File: config.mk
export PLATFORM = sky130hd
export DESIGN_NAME = uart_tx
export DESIGN_NICKNAME = d
export VERILOG_FILES = /design/src/rtl/uart_tx.sv
export SDC_FILE = /design/constraint.sdc
export NUM_CORES = 1
export LEC_CHECK = 0
export CAP_MARGIN = 0
export CORE_MARGIN = 4
export CORE_UTILIZATION = 59
export DETAILED_ROUTE_END_ITERATION = 10
export PLACE_DENSITY = 0.93
export SYNTH_ARGS = -nofsm -noshare
export SYNTH_HDL_FRONTEND = slang
export SYNTH_SLANG_ARGS = --single-unit
File: constraint.sdc
create_clock -name i_Clock -period 3.5 [get_ports i_Clock]
set_input_delay 1.05 -clock i_Clock [delete_from_list [all_inputs] [get_ports i_Clock]]
set_output_delay 1.05 -clock i_Clock [all_outputs]
set_load 0.01 [all_outputs]
File: src/rtl/uart_tx.sv
// -----------------------------------------------------------------------------
// uart_tx -- UART transmitter: 8 data bits, LSB first, optional parity,
// 1 or 2 stop bits. Single-entry: one byte is accepted per frame, nothing is
// queued while a frame is in flight.
//
// Parameters
//   CLKS_PER_BIT  clocks per bit period (>= 2)
//   PARITY        0 = none, 1 = odd, 2 = even
//   STOP_BITS     1 or 2
//
// Ports
//   i_Clock      in   system clock
//   i_Reset_n    in   asynchronous, active-low reset
//   i_Tx_DV      in   byte valid; accepted on a rising edge where o_Tx_Ready = 1
//   i_Tx_Byte    in   byte to send; sampled only on the accept edge
//   o_Tx_Ready   out  high in IDLE only
//   o_Tx_Active  out  high from START through the last stop bit
//   o_Tx_Serial  out  serial line, idles high
//   o_Tx_Done    out  one-cycle pulse in the first IDLE cycle after a frame
// -----------------------------------------------------------------------------
module uart_tx #(
  parameter int CLKS_PER_BIT = 5208,
  parameter int PARITY       = 0,
  parameter int STOP_BITS    = 1
) (
  input  logic       i_Clock,
  input  logic       i_Reset_n,
  input  logic       i_Tx_DV,
  input  logic [7:0] i_Tx_Byte,
  output logic       o_Tx_Ready,
  output logic       o_Tx_Active,
  output logic       o_Tx_Serial,
  output logic       o_Tx_Done
);

  localparam int                CNT_W    = $clog2(CLKS_PER_BIT);
  localparam logic [CNT_W-1:0] LAST_CNT = CNT_W'(CLKS_PER_BIT - 1);
  localparam logic              LAST_STOP = 1'(STOP_BITS - 1);

  typedef enum logic [2:0] {
    S_IDLE,
    S_START,
    S_DATA,
    S_PARITY,
    S_STOP
  } state_t;

  state_t           state,      state_d;
  logic [CNT_W-1:0] clk_cnt,    clk_cnt_d;
  logic [2:0]       bit_idx,    bit_idx_d;
  logic             stop_idx,   stop_idx_d;
  logic [7:0]       shift,      shift_d;
  logic             parity_bit, parity_bit_d;
  logic             tx_serial,  tx_serial_d;
  logic             tx_done,    tx_done_d;

  logic bit_end;
  assign bit_end = (clk_cnt == LAST_CNT);

  // NOTE: every register, including the data shift register, is cleared by the
  // asynchronous reset so the line goes high at once and no stale byte leaks
  // into the next frame.
  always_ff @(posedge i_Clock or negedge i_Reset_n) begin
    if (!i_Reset_n) begin
      state      <= S_IDLE;
      clk_cnt    <= '0;
      bit_idx    <= '0;
      stop_idx   <= 1'b0;
      shift      <= '0;
      parity_bit <= 1'b0;
      tx_serial  <= 1'b1;
      tx_done    <= 1'b0;
    end else begin
      // NOTE: non-blocking assignments so every register samples the values
      // computed for this edge, independent of statement order.
      state      <= state_d;
      clk_cnt    <= clk_cnt_d;
      bit_idx    <= bit_idx_d;
      stop_idx   <= stop_idx_d;
      shift      <= shift_d;
      parity_bit <= parity_bit_d;
      tx_serial  <= tx_serial_d;
      tx_done    <= tx_done_d;
    end
  end

  // The serial line is registered from the next-state decision, so the level
  // of each bit appears in the same cycle the state enters that bit.
  always_comb begin
    // NOTE: every output of this block gets a default first; a path that
    // forgets an assignment would otherwise infer a latch.
    state_d      = state;
    clk_cnt_d    = bit_end ? '0 : clk_cnt + CNT_W'(1);
    bit_idx_d    = bit_idx;
    stop_idx_d   = stop_idx;
    shift_d      = shift;
    parity_bit_d = parity_bit;
    tx_serial_d  = tx_serial;
    tx_done_d    = 1'b0;

    unique case (state)
      S_IDLE: begin
        clk_cnt_d   = '0;
        tx_serial_d = 1'b1;
        if (i_Tx_DV) begin
          state_d      = S_START;
          shift_d      = i_Tx_Byte;
          parity_bit_d = (PARITY == 1) ? ~^i_Tx_Byte : ^i_Tx_Byte;
          tx_serial_d  = 1'b0;
        end
      end

      S_START: begin
        if (bit_end) begin
          state_d     = S_DATA;
          bit_idx_d   = '0;
          tx_serial_d = shift[0];
        end
      end

      S_DATA: begin
        if (bit_end) begin
          if (bit_idx == 3'd7) begin
            stop_idx_d = 1'b0;
            if (PARITY != 0) begin
              state_d     = S_PARITY;
              tx_serial_d = parity_bit;
            end else begin
              state_d     = S_STOP;
              tx_serial_d = 1'b1;
            end
          end else begin
            bit_idx_d   = bit_idx + 3'd1;
            shift_d     = {1'b0, shift[7:1]};
            tx_serial_d = shift[1];
          end
        end
      end

      S_PARITY: begin
        if (bit_end) begin
          state_d     = S_STOP;
          stop_idx_d  = 1'b0;
          tx_serial_d = 1'b1;
        end
      end

      S_STOP: begin
        tx_serial_d = 1'b1;
        if (bit_end) begin
          if (stop_idx == LAST_STOP) begin
            state_d   = S_IDLE;
            tx_done_d = 1'b1;
          end else begin
            stop_idx_d = stop_idx + 1'b1;
          end
        end
      end

      default: begin
        state_d     = S_IDLE;
        tx_serial_d = 1'b1;
      end
    endcase
  end

  assign o_Tx_Active = (state != S_IDLE);
  assign o_Tx_Ready  = ~o_Tx_Active;
  assign o_Tx_Serial = tx_serial;
  assign o_Tx_Done   = tx_done;

endmodule

# Word level (Yosys, flattened, before mapping)
# Cells that the tools add are included.
# Widths: inputs -> output; s select.
[totals]
ff_bits = 30
inputBits = 11
out_inout_bits = 4
wordCells = 68
[classes]
n_addsub = 3
eq_ne = 14
mux = 33
n_bitwise = 1
reduce_logical = 10
[ops]
columns = ["cell", "count"]
rows = [
  ["$mux 3", 10],
  ["$mux 13", 2],
  ["$mux 8", 3],
  ["$ne 2x2->1 const B", 8],
  ["$pmux 8 s2", 1],
  ["$pmux 3 s5", 1],
  ["$add 13x1->13 const B", 1],
  ["$eq 13x13->1 const B", 1],
  ["$mux 1", 13],
  ["$reduce_and 4->1", 2],
  ["$reduce_and 7->1", 1],
  ["$eq 3x2->1 const B", 2],
  ["$eq 3x3->1 const B", 2],
  ["$pmux 3 s2", 1],
  ["$reduce_bool 3->1", 2],
  ["$reduce_and 5->1", 1],
  ["$pmux 1 s4", 1],
  ["$reduce_bool 2->1", 2],
  ["$add 3x1->3 const B", 1],
  ["$eq 3x1->1 const B", 1],
  ["$logic_not 3->1", 1],
  ["$pmux 1 s3", 1],
  ["$reduce_and 3->1", 1],
  ["$add 1x1->1 const B", 1],
  ["$not 1->1", 1],
]

# Logic depth before layout (Yosys ltp)
# Gate-level depths: netlist of run 1.
[depth]
depth_word = 4
depth_mapped = 7

# Least setup slack after synthesis of run 1
# Ideal clock, no wire load.
[synth_timing]
path_kind = "register to register"
from = "reg clk_cnt[9]"
to = "reg bit_idx[0]"
setup_time_ps = 125
arrival_ps = 2013
t_required_ps = 3375
setup_slack_ps = 1362
path_stages_with_launch = 6
n_path_buf = 1
cell_sequence = "dfrtp_1 > or4_1 > or3_1 > buf_6 > a211o_4 > mux2_4"
[synth_between]
elab_chain_cells = 3
[synth_rtl]
columns = ["item", "line_no", "text"]
rows = [
  ["from (decl)", "49", "logic [CNT_W-1:0] clk_cnt, clk_cnt_d;"],
  ["from (signal assigned)", "77", "clk_cnt <= clk_cnt_d;"],
  ["$eq 13x13->1 *", "58", "assign bit_end = (clk_cnt == LAST_CNT);"],
  ["$ne 2x2->1 (no source line)", "-", ""],
  ["$reduce_and 4->1 (no source line) *", "-", ""],
  ["to (signal assigned)", "78", "bit_idx <= bit_idx_d;"],
  ["to (decl)", "50", "logic [2:0] bit_idx, bit_idx_d;"],
]
# Mark *: on every way between the ends. The rest lies on a longest branch, timed or not.
# A chain may end at the register's enable or synchronous reset.

# Final worst setup path of run 1
[layout_timing]
from = "reg state[2]"
to = "out o_Tx_Ready"
[layout_between]
elab_chain_cells = 2
[layout_rtl]
columns = ["item", "line_no", "text"]
rows = [
  ["from (decl)", "48", "state_t state, state_d;"],
  ["from (signal assigned)", "76", "state <= state_d;"],
  ["$reduce_bool 3->1", "167", "assign o_Tx_Active = (state != S_IDLE);"],
  ["$not 1->1", "168", "assign o_Tx_Ready = ~o_Tx_Active;"],
  ["to (decl)", "30", "output logic o_Tx_Ready,"],
]
# Every way passes these cells.

==> results of run 1 <==
==> area by class of cell <==
class | count | share of cell area
clock buffers | 5 | 0.0223
clock inverters | 3 | 0.0104
inverters | 6 | 0.0134
multi-input cells | 97 | 0.413
flip-flops and latches | 29 | 0.432
well taps | 28 | 0.0208
repair buffers | 15 | 0.0878
==> power by group through the flow <==
| stage | clock network [mW] | registers, mW | logic (mW) |
|---|---|---|---|
| after CTS | 0.199 | 0.440 | 0.150 |
| after detailed placement | 0 | 0.447 | 0.148 |
| final | 0.191 | 0.440 | 0.147 |
| after floorplan | 0 | 0.433 | 0.0992 |
| after global routing | 0.217 | 0.449 | 0.166 |
| after global placement | 0 | 0.441 | 0.139 |
==> final timing paths <==
| check | from | end | slack (ns) | depth (start not counted) |
|---|---|---|---|---|
| worst max register to register | clk_cnt[8] | bit_idx[0] | 1.25 | 4 |
| worst max-delay path | state[2] | o_Tx_Ready | 0.51 | 3 |
| max in group asynchronous | i_Reset_n | o_Tx_Serial | 2.10 | 2 |
| worst min-delay path | shift[0] | shift[0] | 0.51 | 1 |
| min in group asynchronous | i_Reset_n | state[2] | 1.10 | 2 |
| worst min register to register | shift[0] | shift[0] | 0.51 | 1 |
==> layout by cell type (no fill, tap or decap), types with 4 or more instances in the layout <==
master,instances
sky130_fd_sc_hd__xnor2_1,9
sky130_fd_sc_hd__nand3_1,4
sky130_fd_sc_hd__dfrtp_1,28
sky130_fd_sc_hd__nor2_1,18
sky130_fd_sc_hd__clkdlybuf4s50_1,14
sky130_fd_sc_hd__nand2_1,8
sky130_fd_sc_hd__mux2_2,15
sky130_fd_sc_hd__inv_1,6
sky130_fd_sc_hd__nand2b_1,4
sky130_fd_sc_hd__clkbuf_4,5
sky130_fd_sc_hd__nor3_1,6
==> Yosys cell counts (2+ instances only) <==
cell type,instances
sky130_fd_sc_hd__a22oi_1,2
sky130_fd_sc_hd__nand2_1,8
sky130_fd_sc_hd__clkbuf_1,2
sky130_fd_sc_hd__nor2_1,18
sky130_fd_sc_hd__dfrtp_1,28
sky130_fd_sc_hd__inv_1,6
sky130_fd_sc_hd__mux2_2,15
sky130_fd_sc_hd__o21ai_0,2
sky130_fd_sc_hd__nor4_1,3
sky130_fd_sc_hd__nand4_1,3
sky130_fd_sc_hd__or3_1,2
sky130_fd_sc_hd__xnor2_1,9
sky130_fd_sc_hd__nand3_1,4
sky130_fd_sc_hd__nor3_1,6
sky130_fd_sc_hd__ha_1,3
sky130_fd_sc_hd__xor2_1,2
sky130_fd_sc_hd__nand2b_1,4
sky130_fd_sc_hd__mux2i_1,2
==> cells by family after synthesis <==
kind of cell,after synthesis,synth area share
AO/OA/AOI/OAI,10,0.0546
XOR/XNOR,11,0.0657
adder cells (fa/ha/maj),3,0.0256
buffers and inverters,10,0.0307
flip-flops,29,0.496
multiplexers,18,0.139
AND/OR/NAND/NOR,55,0.189
==> sequential cells by signal, indices dropped and copies added (netlist names) <==
name / cells
clk_cnt: 13
state: 3
bit_idx: 3
shift: 8
o_Tx_Serial: 1
o_Tx_Done: 1
==> layer usage <==
metal / vias to the layer above / wire length, um / track usage
met5: - / 0 / 0
met4: 0 / 42 / 0.0795
met3: 7 / 152 / 0.0624
met2: 29 / 1280 / 0.279
met1: 515 / 1070 / 0.215
li1: 507 / - / -
==> stage by stage <==
| stage | utilization | area, um^2 | setup slack [ns] | cells |
|---|---|---|---|---|
| floorplan | - | 1470 | 1.36 | 136 |
| global placement | 0.708 | 1630 | 0.815 | 175 |
| detailed placement | 0.708 | 1630 | 0.746 | 175 |
| CTS | 0.732 | 1680 | 0.512 | 183 |
| global route | 0.732 | 1680 | 0.413 | 183 |
| finish | 0.732 | 1680 | 0.514 | 183 |
==> out/results.md, run 1 <==
Status
• finished, final reports clean — outcome

Power
• 0.189 — part of the total power dissipated in combinational logic
• 0.778 mW — Power, Total
• 0.565 — sequential power share
• 0.553 mW — design internal power
• 0.246 — Clock Power Share
• 0.000397 V — Max VDD drop
• 463 mW/mm^2 — Power per Cell Area
• 0.732 nW — Pleak
• 0.225 mW — Switching Power
• 0.289 — switching portion of total power

STA
• 0.00898 ns — worst clock skew
• 335 MHz — max frequency
• 0.853 — final critical-path share of the clock period
• 0.489 — headroom to the max-slew limit
• no — setup repair after global routing missed its margin
• 0.505 ns — hold slack final
• 2.99 ns — Period minus WS final
• 0 — Slew Limit Fails
• 0.767 ns — Tightest Pin Transition
• 0 ns — total negative setup slack
• 0 — Setup-failing EPs final
• 0 — Hold Fails Final Rpt

Route
• 5.78 — routed vias/inst
• 13.9 um — Avg WL per Cell
• 0 — post-route DRC violation count
• 2.54 mm — total wire length after detailed routing
• 18 — detailed router's first-iteration violation count
• 4 — Pre-antenna DRT Iters
• 0 — Routed Antenna Nets
• 1058 — overall via count from detail_route

Worst setup path
• 8 — CP max FO
• flop — kind of start point of the critical path
• buffers and inverters — Top delay family on crit path
• output port — kind of end point of the critical path
• 1.94 ns — data arrival time of the critical path
• flop to output port — class of the most critical setup path
• or3_1, inv_1, clkdlybuf4s50_1 — critical-path cell list
• sky130_fd_sc_hd__clkdlybuf4s50_1 — critical-path cell with the highest stage delay
• 0.56 ns — maximum cell stage delay along the critical path
• 2 — Critical path buffers and inverters
• 2.45 ns — critical path required time

Die
• 0.00230 mm^2 — core footprint
• 0.638 — starting density of the core
• 17 — std cell rows
• 0.00335 mm^2 — overall die area
• 57.9 um — height of the chip
• 15 — I/O pin count
• 57.9 um — floorplan die width

Clock tree
• built — TritonCTS clock tree
• 0.32 ns — clock insertion delay at the later pin of the skew report
• 0.10 ns — Reg clk slew, reported paths
• 2 — Longest Clk Path Bufs
• sky130_fd_sc_hd__clkbuf_4 — clock root cell
• 29 — number of clock sinks
• 0 — number of hold buffers added after cts
• 0 — # resized after CTS
• 0 — post-CTS setup-driven buffer insertion count
• 5 — TritonCTS Buffers
• 2 — level count of the clock H-tree

GRT
• 1072 — via count of the first global-routing pass
• 0 — total congestion overflow after global routing
• 0.176 — gr usage total
• 0 — number of antenna violations at the first check in global routing
• 30 — maximum number of pins on one net before global-route repair
• 4.51 mm — global-route wire length before repair

Placement
• 1.93 mm — hpwl dp
• 14 — IO Port Bufs
• 0.857 — routability-driven placement congestion ratio

Synthesis
• 35 — count of cell types in the netlist
• 10.8 um^2 — mean instance size in the synthesized netlist
• 0.496 — part of the Yosys area used for sequential elements
• 29 — number of register bits inferred by synthesis
• 0 — count of yosys warnings during synthesis
• 0.00147 mm^2 — Post-Syn Area
• 1.00 — Synth async-reset ratio
• 136 — Syn Inst Count
• 0 — number of enable-type register cells in the synthesized netlist
• 0.478 — portion of synthesized cell area occupied by the leading cell type
• sky130_fd_sc_hd__dfrtp_1, sky130_fd_sc_hd__mux2_2, sky130_fd_sc_hd__xnor2_1 — largest cells by area after synthesis
• sky130_fd_sc_hd__dfrtp_1 — main flop type after synthesis
• 150 — Syn Nets
• sky130_fd_sc_hd__dfrtp_1 — Synth area leader

Finish
• 0.187 — share of layout cells above drive strength 1
• 14.7% — Area Growth Syn to Fin
• 694 um^2 — Multi-input gate area
• 172 — filler cell count
• 168 — Post-layout nets
• 0 — diode count
• 727 um^2 — Seq. cell area

Hold path
• flop to flop — hold crit path type

Flow run
• 0 — MaxCap Viol Count

No activity file was read; power rests on OpenSTA's default activity.
==> run 2: changes to the inputs <==
Settings changed: CORE_ASPECT_RATIO set to 1.5.
==> out/results.md, run 2 (same netlist as run 1, synthesis figures left out) <==
STA
• 0.796 ns — Tightest Pin Transition, +0.0292 ns
• 0.00858 ns — worst clock skew, -0.000397 ns
• 0.504 ns — post-route setup slack, -0.0104 ns
• 0 — Hold Fails Final Rpt, unchanged
• 0 — Setup-failing EPs final, unchanged
• no — setup repair after global routing missed its margin
• 3.00 ns — Period minus WS final, +0.0104 ns
• 0.469 — headroom to the max-slew limit, -0.0195
• 334 MHz — max frequency, -0.35%
• 0 — Slew Limit Fails, unchanged
• 0.856 — final critical-path share of the clock period, +0.00297
• 0 ns — total negative setup slack, unchanged

Route
• 2.74 mm — total wire length after detailed routing, +7.8%
• 5.83 — routed vias/inst, +0.77%
• 23 — detailed router's first-iteration violation count, +5
• 15.4 um — Avg WL per Cell, +11%
• 0 — Routed Antenna Nets, unchanged
• 4 — Pre-antenna DRT Iters, unchanged
• 1037 — overall via count from detail_route, -2.0%
• 0 — post-route DRC violation count, unchanged

Finish
• 168 — Post-layout nets, unchanged
• 0.00171 mm^2 — cell area after layout, +1.4%
• 13 — flip-flop count of the largest register after layout, unchanged
• sky130_fd_sc_hd__dfrtp_1 — most frequent standard cell in the layout excluding fill and tap cells
• 16.3% — Area Growth Syn to Fin
• sky130_fd_sc_hd__dfrtp_1, sky130_fd_sc_hd__nor2_1, sky130_fd_sc_hd__mux2_2 — commonest cells after routing, fill and taps aside
• clk_cnt: 13 flops, shift: 8 flops — leading registers by flop count
• 0 — diode count, unchanged
• 0.181 — share of layout cells above drive strength 1, -0.00645
• clk_cnt — register bank with the most flops

Power
• 0.328 — Clock Power Share, +0.082
• 0.507 — sequential power share, -0.058
• 0.747 nW — Pleak, +2.0%
• 0.647 mW — design internal power, +17%
• 0.876 mW — Power, Total, +12%
• 0.229 mW — Switching Power, +1.5%
• 0.000358 V — Max VDD drop, -9.8%
• 513 mW/mm^2 — Power per Cell Area, +11%
• 0.261 — switching portion of total power, -0.0283
• 0.165 — part of the total power dissipated in combinational logic, -0.024

Die
• 21 — std cell rows, +4
• 69.1 um — height of the chip, +19%
• 0.634 — starting density of the core, -0.00415
• 48.7 um — floorplan die width, -16%
• 15 — I/O pin count, unchanged
• 0.00231 mm^2 — core footprint, +0.65%
• 0.00336 mm^2 — overall die area, +0.49%

Clock tree
• 0.34 ns — clock insertion delay at the later pin of the skew report, +0.02 ns
• 0.09 ns — Reg clk slew, reported paths, about the same
• 2 — Longest Clk Path Bufs, unchanged
• 5 — TritonCTS Buffers, unchanged
• 0 — number of hold buffers added after cts, unchanged
• built — TritonCTS clock tree
• 29 — number of clock sinks, unchanged
• 0 — # resized after CTS, unchanged
• 0 — post-CTS setup-driven buffer insertion count, unchanged
• sky130_fd_sc_hd__clkbuf_4 — clock root cell
• 2 — level count of the clock H-tree, unchanged

Worst setup path
• flop to output port — class of the most critical setup path
• 8 — CP max FO, unchanged
• flop — kind of start point of the critical path
• 2 — Critical path buffers and inverters, unchanged
• 2.45 ns — critical path required time, about the same
• 0.54 ns — maximum cell stage delay along the critical path, -0.02 ns
• buffers and inverters — Top delay family on crit path
• output port — kind of end point of the critical path
• 1.95 ns — data arrival time of the critical path, about the same
• sky130_fd_sc_hd__clkdlybuf4s50_1 — critical-path cell with the highest stage delay
• or3_1, inv_1, clkdlybuf4s50_1 — critical-path cell list

Placement
• 2.02 mm — hpwl dp, +4.7%
• 0.748 — routability-driven placement congestion ratio, -13%
• 14 — IO Port Bufs, unchanged
• 0.738 ns — pre-CTS setup slack, -0.00817 ns
• 0.00162 mm^2 — Post-DP Area, -0.38%

Hold path
• flop to flop — hold crit path type

Status
• finished, final reports clean — outcome

GRT
• 4.77 mm — global-route wire length before repair, +5.8%
• 30 — maximum number of pins on one net before global-route repair, unchanged
• 0.187 — gr usage total, +0.0109
• 1067 — via count of the first global-routing pass, -0.47%
• 0 — number of antenna violations at the first check in global routing, unchanged
• 0 — total congestion overflow after global routing, unchanged

Flow run
• 0 — MaxCap Viol Count, unchanged

[run 2: layout make-up]
cell class / instances / area [um^2]
tap: 23 / 28.8
inverter: 6 / 22.5
timing repair buffer: 15 / 148
clock buffer: 7 / 55.1
fill: 170 / 607
multi-input combinational: 97 / 694
clock inverter: 1 / 30.0
sequential: 29 / 727
[run 2: metrics by stage]
| stage | cells | utilization | hold slack (ns) |
|---|---|---|---|
| 2_1_floorplan | 136 | - | 0.455 |
| 3_3_place_gp | 170 | 0.701 | 0.480 |
| 3_5_place_dp | 170 | 0.701 | 0.493 |
| 4_1_cts | 178 | 0.738 | 0.513 |
| 5_1_grt | 178 | 0.738 | 0.542 |
| 6_report | 178 | 0.738 | 0.508 |
[run 2: path summary, 6_finish.rpt]
path	startpoint	endpoint	slack, ns	cells past startpoint
setup / recovery	state[2]	o_Tx_Ready	0.50	3
hold / removal	shift[0]	shift[0]	0.51	1
setup reg to reg	clk_cnt[9]	bit_idx[0]	1.21	4
hold reg to reg	shift[0]	shift[0]	0.51	1
max in group asynchronous	i_Reset_n	o_Tx_Serial	2.11	2
min in group asynchronous	i_Reset_n	clk_cnt[2]	1.08	2
[run 2: power groups by stage]
stage	clock (mW)	sequential [mW]	combinational, mW
6_report	0.287	0.444	0.145
5_1_grt	0.316	0.451	0.162
4_1_cts	0.294	0.444	0.147
3_5_place_dp	0	0.451	0.146
3_3_place_gp	0	0.443	0.136
2_1_floorplan	0	0.433	0.0992
[run 2: per-layer routing]
metal	vias to the layer above	track usage	part of all wire
li1	508	-	-
met1	502	0.203	0.39
met2	20	0.297	0.53
met3	7	0.0754	0.048
met4	0	0.114	0.029
met5	-	0	0
==> run 3: changes to the inputs <==
Settings changed: ABC_CLOCK_PERIOD_IN_PS set to 3500, CAP_MARGIN 0 to 15.
==> results of run 3 <==
Final layout, timing and power as in run 2 (identical DEF).
